===== config.mk =====
export PLATFORM = sky130hd
export DESIGN_NAME = adc_capture_multi
export DESIGN_NICKNAME = d
export VERILOG_FILES = /design/src/rtl/adc_capture_multi.sv
export SDC_FILE = /design/constraint.sdc
export NUM_CORES = 1
export LEC_CHECK = 0
export BUFFER_PORTS_ARGS = -buffer_cell sky130_fd_sc_hd__buf_2
export CELL_PAD_IN_SITES_DETAIL_PLACEMENT = 0
export CELL_PAD_IN_SITES_GLOBAL_PLACEMENT = 1
export CORE_AREA = 2 2 248 250
export CTS_CLUSTER_SIZE = 28
export DETAILED_ROUTE_END_ITERATION = 8
export DIE_AREA = 0 0 250 252
export PLACE_DENSITY_LB_ADDON = 0.3
export SYNTH_ARGS = -nofsm -noshare
export SYNTH_HDL_FRONTEND = slang
export SYNTH_SLANG_ARGS = --single-unit

===== constraint.sdc =====
create_clock -name aclk -period 4.1 [get_ports aclk]
set_input_delay 0.41 -clock aclk [delete_from_list [all_inputs] [get_ports aclk]]
set_output_delay 0.41 -clock aclk [all_outputs]
set_load 0.02 [all_outputs]

===== src/rtl/adc_capture_multi.sv =====
// adc_capture_multi: multi-channel ADC snapshot engine.
// Captures a programmable number of (optionally decimated) beats per enabled
// channel after a trigger and writes them to per-channel buffer ports.
//
// Optional feature macro: ADC_CAPTURE_TIMESTAMP_EN
//   defined     -> free-running 32-bit cycle counter, latched into trig_time
//                  on the ARMED->CAPTURE transition
//   not defined -> trig_time tied to 0
//
// Ports:
//   aclk, aresetn        clock, asynchronous active-low reset
//   s_axis_tdata/tvalid  per-channel ADC beats (channel c at [c*W +: W])
//   s_axis_tready        per-channel ready, 1 whenever out of reset
//   arm, trig, abort     control: arm pulse, trigger level, abort pulse
//   chmask, decim, nsamp capture setup, sampled on arm
//   bram_addr/din/we     per-channel buffer write port (registered)
//   busy, done, done_pulse, trig_time  status
module adc_capture_multi #(
    parameter int unsigned NCH                = 4,
    parameter int unsigned ADC_AXIS_DATAWIDTH = 64,
    parameter int unsigned DEPTH_LOG2         = 12,
    parameter int unsigned DECIM_WIDTH        = 8
) (
    input  logic                                aclk,
    input  logic                                aresetn,
    input  logic [NCH*ADC_AXIS_DATAWIDTH-1:0]   s_axis_tdata,
    input  logic [NCH-1:0]                      s_axis_tvalid,
    output logic [NCH-1:0]                      s_axis_tready,
    input  logic                                arm,
    input  logic                                trig,
    input  logic                                abort,
    input  logic [NCH-1:0]                      chmask,
    input  logic [DECIM_WIDTH-1:0]              decim,
    input  logic [DEPTH_LOG2:0]                 nsamp,
    output logic [NCH*DEPTH_LOG2-1:0]           bram_addr,
    output logic [NCH*ADC_AXIS_DATAWIDTH-1:0]   bram_din,
    output logic [NCH-1:0]                      bram_we,
    output logic                                busy,
    output logic                                done,
    output logic                                done_pulse,
    output logic [31:0]                         trig_time
);

    localparam int unsigned W     = ADC_AXIS_DATAWIDTH;
    localparam int unsigned AW    = DEPTH_LOG2;
    localparam int unsigned CW    = DEPTH_LOG2 + 1;
    localparam int unsigned DEPTH = 1 << DEPTH_LOG2;

    typedef enum logic [1:0] {
        ST_IDLE,
        ST_ARMED,
        ST_CAPTURE,
        ST_DONE
    } state_t;

    state_t                 state_q, state_d;
    logic                   latch_c;
    logic [NCH-1:0]         mask_q;
    logic [DECIM_WIDTH-1:0] decim_q;
    logic [CW-1:0]          nsamp_q;
    logic [CW-1:0]          nsamp_clamp_c;
    logic [CW-1:0]          cnt_q  [NCH];
    logic [DECIM_WIDTH-1:0] dcnt_q [NCH];
    logic [NCH-1:0]         ch_done_c;
    logic [NCH-1:0]         beat_c;
    logic [NCH-1:0]         wr_c;
    logic                   all_done_c;

    // Per-channel completion, accepted beats and buffer writes
    always_comb begin
        nsamp_clamp_c = nsamp;
        ch_done_c     = '0;
        beat_c        = '0;
        wr_c          = '0;
        if ((nsamp == '0) || (nsamp > CW'(DEPTH))) begin
            nsamp_clamp_c = CW'(DEPTH);
        end
        for (int unsigned c = 0; c < NCH; c++) begin
            // masked channels count as complete so they never hold off DONE
            ch_done_c[c] = !mask_q[c] || (cnt_q[c] == nsamp_q);
            beat_c[c]    = (state_q == ST_CAPTURE) && !abort && !ch_done_c[c]
                           && s_axis_tvalid[c];
            wr_c[c]      = beat_c[c] && (dcnt_q[c] == '0);
        end
        all_done_c = &ch_done_c;
    end

    // Next-state logic; abort overrides everything, arm in ARMED beats trig
    always_comb begin
        state_d = state_q;
        latch_c = 1'b0;
        if (abort) begin
            state_d = ST_IDLE;
        end else begin
            case (state_q)
                ST_IDLE, ST_DONE: begin
                    if (arm) begin
                        state_d = ST_ARMED;
                        latch_c = 1'b1;
                    end
                end
                ST_ARMED: begin
                    if (arm) begin
                        latch_c = 1'b1;
                    end else if (trig) begin
                        state_d = ST_CAPTURE;
                    end
                end
                ST_CAPTURE: begin
                    if (all_done_c) begin
                        state_d = ST_DONE;
                    end
                end
                default: state_d = ST_IDLE;
            endcase
        end
    end

    // State register and registered status outputs
    always_ff @(posedge aclk or negedge aresetn) begin
        if (!aresetn) begin
            state_q       <= ST_IDLE;
            busy          <= 1'b0;
            done          <= 1'b0;
            done_pulse    <= 1'b0;
            s_axis_tready <= '0;
        end else begin
            state_q       <= state_d;
            busy          <= (state_d == ST_ARMED) || (state_d == ST_CAPTURE);
            done          <= (state_d == ST_DONE);
            done_pulse    <= (state_d == ST_DONE) && (state_q != ST_DONE);
            s_axis_tready <= '1;
        end
    end

    // Capture setup latched on arm
    always_ff @(posedge aclk or negedge aresetn) begin
        if (!aresetn) begin
            mask_q  <= '0;
            decim_q <= '0;
            nsamp_q <= CW'(DEPTH);
        end else if (latch_c) begin
            mask_q  <= chmask;
            decim_q <= decim;
            nsamp_q <= nsamp_clamp_c;
        end
    end

    // Per-channel sample/decimation counters and buffer write port
    always_ff @(posedge aclk or negedge aresetn) begin
        if (!aresetn) begin
            for (int unsigned c = 0; c < NCH; c++) begin
                cnt_q[c]  <= '0;
                dcnt_q[c] <= '0;
            end
            bram_we   <= '0;
            bram_addr <= '0;
            bram_din  <= '0;
        end else begin
            bram_we <= wr_c;
            for (int unsigned c = 0; c < NCH; c++) begin
                if (latch_c) begin
                    cnt_q[c]  <= '0;
                    dcnt_q[c] <= '0;
                end else if (beat_c[c]) begin
                    dcnt_q[c] <= (dcnt_q[c] == decim_q) ? '0
                                                        : dcnt_q[c] + DECIM_WIDTH'(1);
                    if (wr_c[c]) begin
                        cnt_q[c] <= cnt_q[c] + CW'(1);
                    end
                end
                if (wr_c[c]) begin
                    bram_addr[c*AW +: AW] <= cnt_q[c][AW-1:0];
                    bram_din[c*W +: W]    <= s_axis_tdata[c*W +: W];
                end
            end
        end
    end

`ifdef ADC_CAPTURE_TIMESTAMP_EN
    logic [31:0] ts_q;

    // Free-running cycle counter; snapshot taken on the trigger edge
    always_ff @(posedge aclk or negedge aresetn) begin
        if (!aresetn) begin
            ts_q      <= '0;
            trig_time <= '0;
        end else begin
            ts_q <= ts_q + 32'd1;
            if ((state_q == ST_ARMED) && (state_d == ST_CAPTURE)) begin
                trig_time <= ts_q;
            end
        end
    end
`else
    assign trig_time = '0;
`endif

endmodule

# Yosys cells after proc, flatten, opt, wreduce, memory -nomap -nowiden
# Index checks and enable logic that the tools add are counted.
[classes]
add_sub_neg = 8
n_lt_le_gt_ge = 1
eq_ne = 15
n_mux = 34
reduce_logical = 50
[op_table]
columns = ["operator", "count"]
rows = [
  ["13-bit two-way mux", 13],
  ["8-bit two-way mux", 12],
  ["13-bit by 1-bit adder with 13-bit output (second input constant)", 4],
  ["13-bit equality test", 4],
  ["8-bit by 1-bit adder with 8-bit output (second input constant)", 4],
  ["8-bit equality test", 4],
  ["8-bit logical NOT", 4],
  ["2-bit nonzero test", 8],
  ["1-bit logical AND", 14],
  ["13-bit greater-than comparator (second input constant)", 1],
  ["13-bit logical NOT", 1],
  ["2-bit two-way mux", 5],
  ["1-bit logical NOT", 9],
  ["2-bit equality test (second input constant)", 4],
  ["2-bit AND reduction", 4],
  ["1-bit logical OR", 6],
  ["2-bit case mux with 3 select lines", 1],
  ["2-bit by 1-bit equality test with 1-bit output (second input constant)", 2],
  ["4-bit AND reduction", 1],
  ["1-bit two-way mux", 3],
  ["3-bit OR reduction", 1],
  ["2-bit logical NOT", 1],
  ["2-bit != test (second input constant)", 1],
  ["2-bit OR reduction", 1],
]
[totals]
regBits = 423
output_inout_bits = 347
elab_cells = 133

# Logic depth before layout (Yosys ltp)
# Gate-level depths: netlist of the first run.
[logic_depth]
word_depth = 9
ltp_mapped = 9
mapped_depth_nobuf = 9

# Least setup slack after synthesis of the first run
# No wires, ideal clock.
[synth_timing]
kind = "register -> register"
from = "reg state_q[0]"
to = "reg bram_din[246]"
setup_ns = 0.125
t_arrival_ns = 2.211
required_ns = 3.975
path_slack_ns = 1.764
stages_incl_launch_ff = 9
cell_sequence = "dfrtp_1 inv_1 ha_1 nor2b_1 nand3_1 a211oi_2 buf_2 buf_2 mux2_2"
[synth_via]
elab_chain_cells = 5
[synth_rtl]
columns = ["item", "line", "text"]
rows = [
  ["start: declaration", "56", "state_t state_q, state_d;"],
  ["start signal: assignment", "128", "state_q <= state_d;"],
  ["2-bit equality test", "81", "beat_c[c] = (state_q == ST_CAPTURE) && !abort && !ch_done_c[c]"],
  ["1-bit logical AND (2 in series)", "81", ""],
  ["1-bit logical AND", "82", "&& s_axis_tvalid[c];"],
  ["1-bit logical AND", "83", "wr_c[c] = beat_c[c] && (dcnt_q[c] == '0);"],
  ["end signal: indexed assignment", "174", "bram_din[c*W +: W] <= s_axis_tdata[c*W +: W];"],
  ["end: declaration", "36", "output logic [NCH*ADC_AXIS_DATAWIDTH-1:0] bram_din,"],
]
# Every way passes these cells.
# A chain may end at the register's enable or synchronous reset.

# Final worst setup path of the first run
[layout_timing]
from = "reg state_q[0]"
to = "reg bram_din[188]"
# The elaborated chain is that of the path after synthesis.

==> summary.txt, run 1 <==
Crit path time final -> 2874 ps
Primary FF master, synth -> dfrtp_1
Syn Area/Cell -> 12.70 sq um
H-tree depth -> 2
Slew Limit Fails -> 0
Synth Warn # -> 0
# rows -> 90
I/O pin cnt -> 637
Buf/Inv on CP -> 2
CTS tree -> yes
Most common cell after layout, fill and taps aside -> buf_2
Post-CTS Setup Inserts -> 0
# setup viols final -> 0
GRT overflow -> 0
Simple-Gate Fraction of Synth Area -> 8.249%
Starting DRC count in detailed routing -> 698
Highest-count cells in the layout ignoring fill and taps -> 603 x buf_2, 422 x dfrtp_1, 305 x mux2_2, 100 x nand2_1, 56 x nor2_1
Die area -> 0.06300 sq mm
Total number of vias -> 13,630
Remaining DRCs -> 0
WS Path Type -> flop to flop
Setup Skew -> 17.23 ps
Die W -> 250 microns
Setup TNS -> 0 ps
CP Launch Type -> flop
First-pass GRT wire length -> 85,640 microns
Post-cts resize count -> 0
Mux cell area share after synthesis -> 19.19%
Cell variety after synth -> 60
Largest family of logic cells by synthesized area -> multiplexers
Worst-path cell chain -> inv_1 > ha_1 > nor2b_1 > nand3_1 > a211oi_4 > buf_12 > mux2_2
Clk Latency, worst-skew pair -> 600 ps
Root Driver -> clkbuf_16
Max frequency -> 348.0 MHz
Slowest stage cell, crit path -> nor2b_1
Register-to-register path setup slack -> 1230 ps
Final hold viol count -> 0
Synth top area cells -> dfrtp_1 57%, mux2_2 18%, xnor2_1 2.4%
Hold Path Sink -> decim_q[3]
Critical Path End Type -> flop
Reg clk slew, reported paths -> 60 ps
Antenna viol nets, final -> 0
Largest net degree at the start of global routing -> 111
Hold crit path type -> input pin to flop
Num CTS Buffers -> 49
Starting density of the core -> 30.97%
Final WL -> 56,850 microns
PortBufs -> 604
Synth-to-layout area growth -> 29.32%
Worst hold start -> decim[3]
#FFs+latches synth -> 423
Post-route clock period utilization -> 70.09%
Reg-to-reg endpoint -> bram_din[188]
WP data arrival -> 3350 ps
R2R depth -> 7
Antenna violations before repair -> 11
Via density -> 4.740
Die H -> 252 microns
Crit path max fanout -> 96
Hold_buf cts -> 6
Rel. slew slack -> 38.01%
Max cap viols -> 0
Clock Sinks -> 423
Final non-filler cell total -> 2,876
Critical path origin -> state_q[0]
Status -> finished clean
Hold Path Depth -> 3
Placed Area -> 0.02234 sq mm
Fraction of layout cells with a size suffix above 1 -> 50.00%
Cells after synthesis -> 1,467
Slew @ Worst Pin -> 929.8 ps
Synth async-reset ratio -> 100.0%
Vias in the first global route -> 14,140
Core area -> 0.06013 sq mm
Pwr per Cell Area -> 500.5 mW/mm^2
Peak VDD IR -> 0.0002717 V
CP Data Required Time -> 4580 ps
GP Congestion -> 0.8505
EDFF count, synth -> 0
Crit-path max cell delay -> 480 ps
Unrepaired setup endpoints after global routing -> false
Post-synth top area share -> 56.70%
Leakage power -> 13.18 nW
Pre-antenna DRT Iters -> 5
Post-Synth Adder-Cell Area -> 1.075%
Bufs on Longest Clock Path -> 3
Compound-cell area share of the yosys netlist -> 5.985%
CP top delay family -> simple AND/OR/NAND/NOR gates
WL/cell -> 19.77 microns
Final Cell Area -> 0.02409 sq mm
Seq/Total Area, Yosys -> 56.84%
Yosys top cell by area -> dfrtp_1
Placed cell count -> 2,777
Launching point of the worst reg2reg path -> state_q[0]
GRT Overall Usage -> 17.58%
Nets -> 2,358
Fillcell total -> 5,918
Synth Area in XOR/XNOR -> 4.420%
Hpwl dp -> 41,880 microns
Netlist Area Pre-Place -> 0.01863 sq mm
## cells in the mapped netlist, drive strengths merged (14+ instances only)
cell type,instances
a21oi,24
a22o,23
a31oi,16
a41o,14
and3,17
buf,83
clkbuf,43
dfrtp,422
ha,16
inv,30
mux2,305
mux2i,14
nand2,100
nand3,31
nand4,24
nor2,56
nor4,14
o21ai,19
xnor2,50
xor2,44
## layout make-up
| class | count | area [sq um] | share of cell area, % |
|---|---|---|---|
| Antenna cell | 2 | 5.005 | 0.02078 |
| Clock buffer | 66 | 1410 | 5.854 |
| Clock inverter | 25 | 269.0 | 1.117 |
| Inverter | 30 | 112.6 | 0.4675 |
| Multi-Input combinational cell | 919 | 7402 | 30.73 |
| Sequential cell | 423 | 10590 | 43.95 |
| Tap cell | 782 | 978.4 | 4.062 |
| Timing Repair Buffer | 629 | 3323 | 13.80 |
## worst max-delay path by stage
stage | end | depth (start not counted)
finish | bram_din[188] | 7
global route | dcnt_q[16] | 8
CTS | dcnt_q[16] | 8
detailed placement | bram_din[37] | 8
global placement | bram_din[41] | 8
floorplan | bram_din[246] | 8
## worst register-to-register path, cell delays in order (launching register included)
cell and delay, ps:
dfrtp_1 430, inv_1 110, ha_1 210, nor2b_1 480
nand3_1 280, a211oi_4 310, buf_12 390, mux2_2 550
## registers in the layout, indices dropped and copies added (netlist names), 2 cells and up
name,cells
bram_addr,48
bram_din,256
bram_we,4
cnt_q,52
dcnt_q,32
decim_q,8
mask_q,4
nsamp_q,13
state_q,2
## stage by stage
step / power, mW / hold slack [ps] / utilization [%] / setup WS [ps]
floorplan: 6.560 / 114.4 / - / 1764
global placement: 7.555 / 485.0 / 37.16 / 1220
detailed placement: 7.604 / 489.5 / 37.16 / 1212
CTS: 12.26 / 0.8697 / 40.05 / 1203
global route: 12.63 / 15.38 / 40.05 / 992.5
finish: 12.06 / 26.65 / 40.06 / 1226
## cells by family after synthesis
group | Yosys count
flip-flops | 423
multiplexers | 319
AND/OR/NAND/NOR | 307
buffers and inverters | 156
AO/OA/AOI/OAI | 150
XOR/XNOR | 94
adder cells (fa/ha/maj) | 16
other | 2
## power breakdown
group	internal, mW	switching, mW
Clock	2.68	1.87
Combinational	0.982	1.43
Sequential	4.72	0.366
Total	8.39	3.67
## routing by layer
metal  global-route usage [%]  vias to the layer above  routed length (microns)
met5                        0                        -                       83
li1                         -                     6270                        -
met4                    4.773                       12                     1306
met1                    20.79                     6856                    22340
met3                    5.509                       96                     4067
met2                    30.81                      398                    29050
Note: power is estimated with default switching activity, not from simulation.
==> run 2, diff against run 1 <==
Settings changed: CORE_AREA 2 2 248 250 to 2 2 245 247, DIE_AREA 0 0 250 252 to 0 0 247 249.
Clock period 4.1 ns to 2.5 ns, I/O delays scaled along.
==> run 2 against run 1 <==
Non-clock buffer count increased by 361. Wire length increased by 5.9%. Fmax increased by 19%. Critical endpoint is now bram_din[17]. Largest cell class unchanged.
==> summary.txt, run 2 (synthesis gave the netlist of run 1 again) <==
Hold WS -> 168.5 ps
CTS tree -> yes
Critical Path End Type -> flop
Crit path max fanout -> 19
Vias in the first global route -> 15,920
Starting DRC count in detailed routing -> 657
Total Power -> 20.13 mW
Cell-internal power -> 14.09 mW
Reg-to-reg endpoint -> bram_din[17]
Clock Sinks -> 423
Most common cell after layout, fill and taps aside -> buf_2
Busiest grt layer -> met2
First-pass GRT wire length -> 92,290 microns
Synth-to-layout area growth -> 49.08%
Max cap viols -> 0
Final WL -> 60,210 microns
Via density -> 4.677
Peak VDD IR -> 0.0006024 V
Hold crit path type -> input pin to flop
Placed cell count -> 2,845
Pwr per Cell Area -> 724.9 mW/mm^2
Reg power frac -> 41.6%
Pre-antenna DRT Iters -> 5
Clock power frac -> 36.1%
# rows -> 89
Crit path time final -> 2423 ps
GP Congestion -> 0.8288
Sw Share -> 29.98%
Hpwl dp -> 43,920 microns
Critical path origin -> dcnt_q[24]
Highest-count cells in the layout ignoring fill and taps -> 603 x buf_2, 414 x dfrtp_1, 305 x mux2_2, 283 x dlygate4sd3_1, 100 x nand2_1
Largest Register -> bram_din
GRT overflow -> 0
Unrepaired setup endpoints after global routing -> true
Final non-filler cell total -> 3,229
Fillcell total -> 5,369
GRT Overall Usage -> 19.16%
CP Data Required Time -> 2960 ps
Die W -> 247 microns
Die H -> 249 microns
Die area -> 0.06150 sq mm
Largest net degree at the start of global routing -> 77
Slew @ Worst Pin -> 666.3 ps
Setup Skew -> 15.19 ps
Post-route clock period utilization -> 96.90%
Bufs on Longest Clock Path -> 3
Slew Limit Fails -> 0
Total number of vias -> 15,100
Fraction of layout cells with a size suffix above 1 -> 46.70%
R2R depth -> 9
Leakage power -> 14.83 nW
Clk Latency, worst-skew pair -> 580 ps
Switching pwr -> 6.035 mW
Largest registers -> bram_din: 256 flops, cnt_q: 52 flops, bram_addr: 48 flops
I/O pin cnt -> 637
Met2 GRT Util -> 32.98%
Rel. slew slack -> 55.58%
Setup crit end -> bram_din[17]
WL/cell -> 18.65 microns
Register-to-register path setup slack -> 80 ps
Starting density of the core -> 31.74%
Met1 Usage GRT -> 23.73%
Max reg flops -> 256
CP Launch Type -> flop
PortBufs -> 604
# setup viols final -> 0
Core area -> 0.05869 sq mm
WS Path Type -> flop to flop
Antenna violations before repair -> 5
Antenna viol nets, final -> 0
Max frequency -> 412.8 MHz
M3 GR Usage -> 3.965%
Final hold viol count -> 0
Gate power share -> 22.4%
Status -> finished clean
Reg clk slew, reported paths -> 60 ps
Launching point of the worst reg2reg path -> dcnt_q[24]
Nets -> 2,720
Remaining DRCs -> 0
WP data arrival -> 2880 ps
H-tree depth -> 2
Root Driver -> clkbuf_16
Num CTS Buffers -> 50
-- run 2: timing repair --
action | in CTS | in global routing
setup buffers | 2 | 5
hold buffers | 283 | 0
resized for setup | 9 | 20
setup endpoints to repair | 4 | 250
pin swaps | 1 | 5
hold endpoints to repair | 346 | 0
-- run 2: cell type report --
class	instances	area [sq um]	area share (%)
Clock buffer	76	1499	5.398
Clock inverter	16	151.4	0.5452
Sequential cell	423	10600	38.16
Multi-Input combinational cell	919	7490	26.97
Inverter	30	112.6	0.4056
Antenna cell	2	5.005	0.01802
Tap cell	773	967.2	3.483
Timing Repair Buffer	990	6945	25.01
-- run 2: how the worst min path moves through the flow --
stage               startpoint             to  depth (start not counted)
global route               arm     state_q[0]                          4
finish                     arm     state_q[0]                          4
floorplan              aresetn   bram_addr[0]                          0
detailed placement     aresetn  bram_din[206]                          1
global placement       aresetn  bram_din[195]                          1
CTS                        arm     state_q[1]                          3
-- run 2: metrics by stage --
step	cell area, sq um	TNS, ps	utilization [%]	setup WS [ps]
global route	27770	-401.8	47.31	-45.27
floorplan	18740	0	-	164.4
global placement	23110	-5650	39.38	-270.3
CTS	27630	0	47.08	1.657
finish	27770	0	47.31	77.48
detailed placement	23110	-867.3	39.38	-303.1
-- run 2: per-layer routing --
metal,vias to the layer above,routed length (microns)
li1,7016,-
met1,7545,24490
met2,422,30640
met3,114,3098
met4,6,1935
met5,-,44
-- run 2: worst max-delay path, cell delays in order (launching register included) --
cell and delay [ps]:
dfrtp_1 370, inv_1 90, ha_1 150, or4b_4 480
nor4_4 190, inv_2 110, a211oi_4 210, buf_12 180
buf_12 170, mux2_2 350
-- run 2: power groups by stage --
stage	Sequential (mW)	Clock, mW	Combinational, mW
detailed placement	8.45	0	4.13
global route	8.48	7.76	4.82
finish	8.36	7.26	4.51
CTS	8.36	7.48	4.51
floorplan	9.30	0	1.45
global placement	8.42	0	4.07
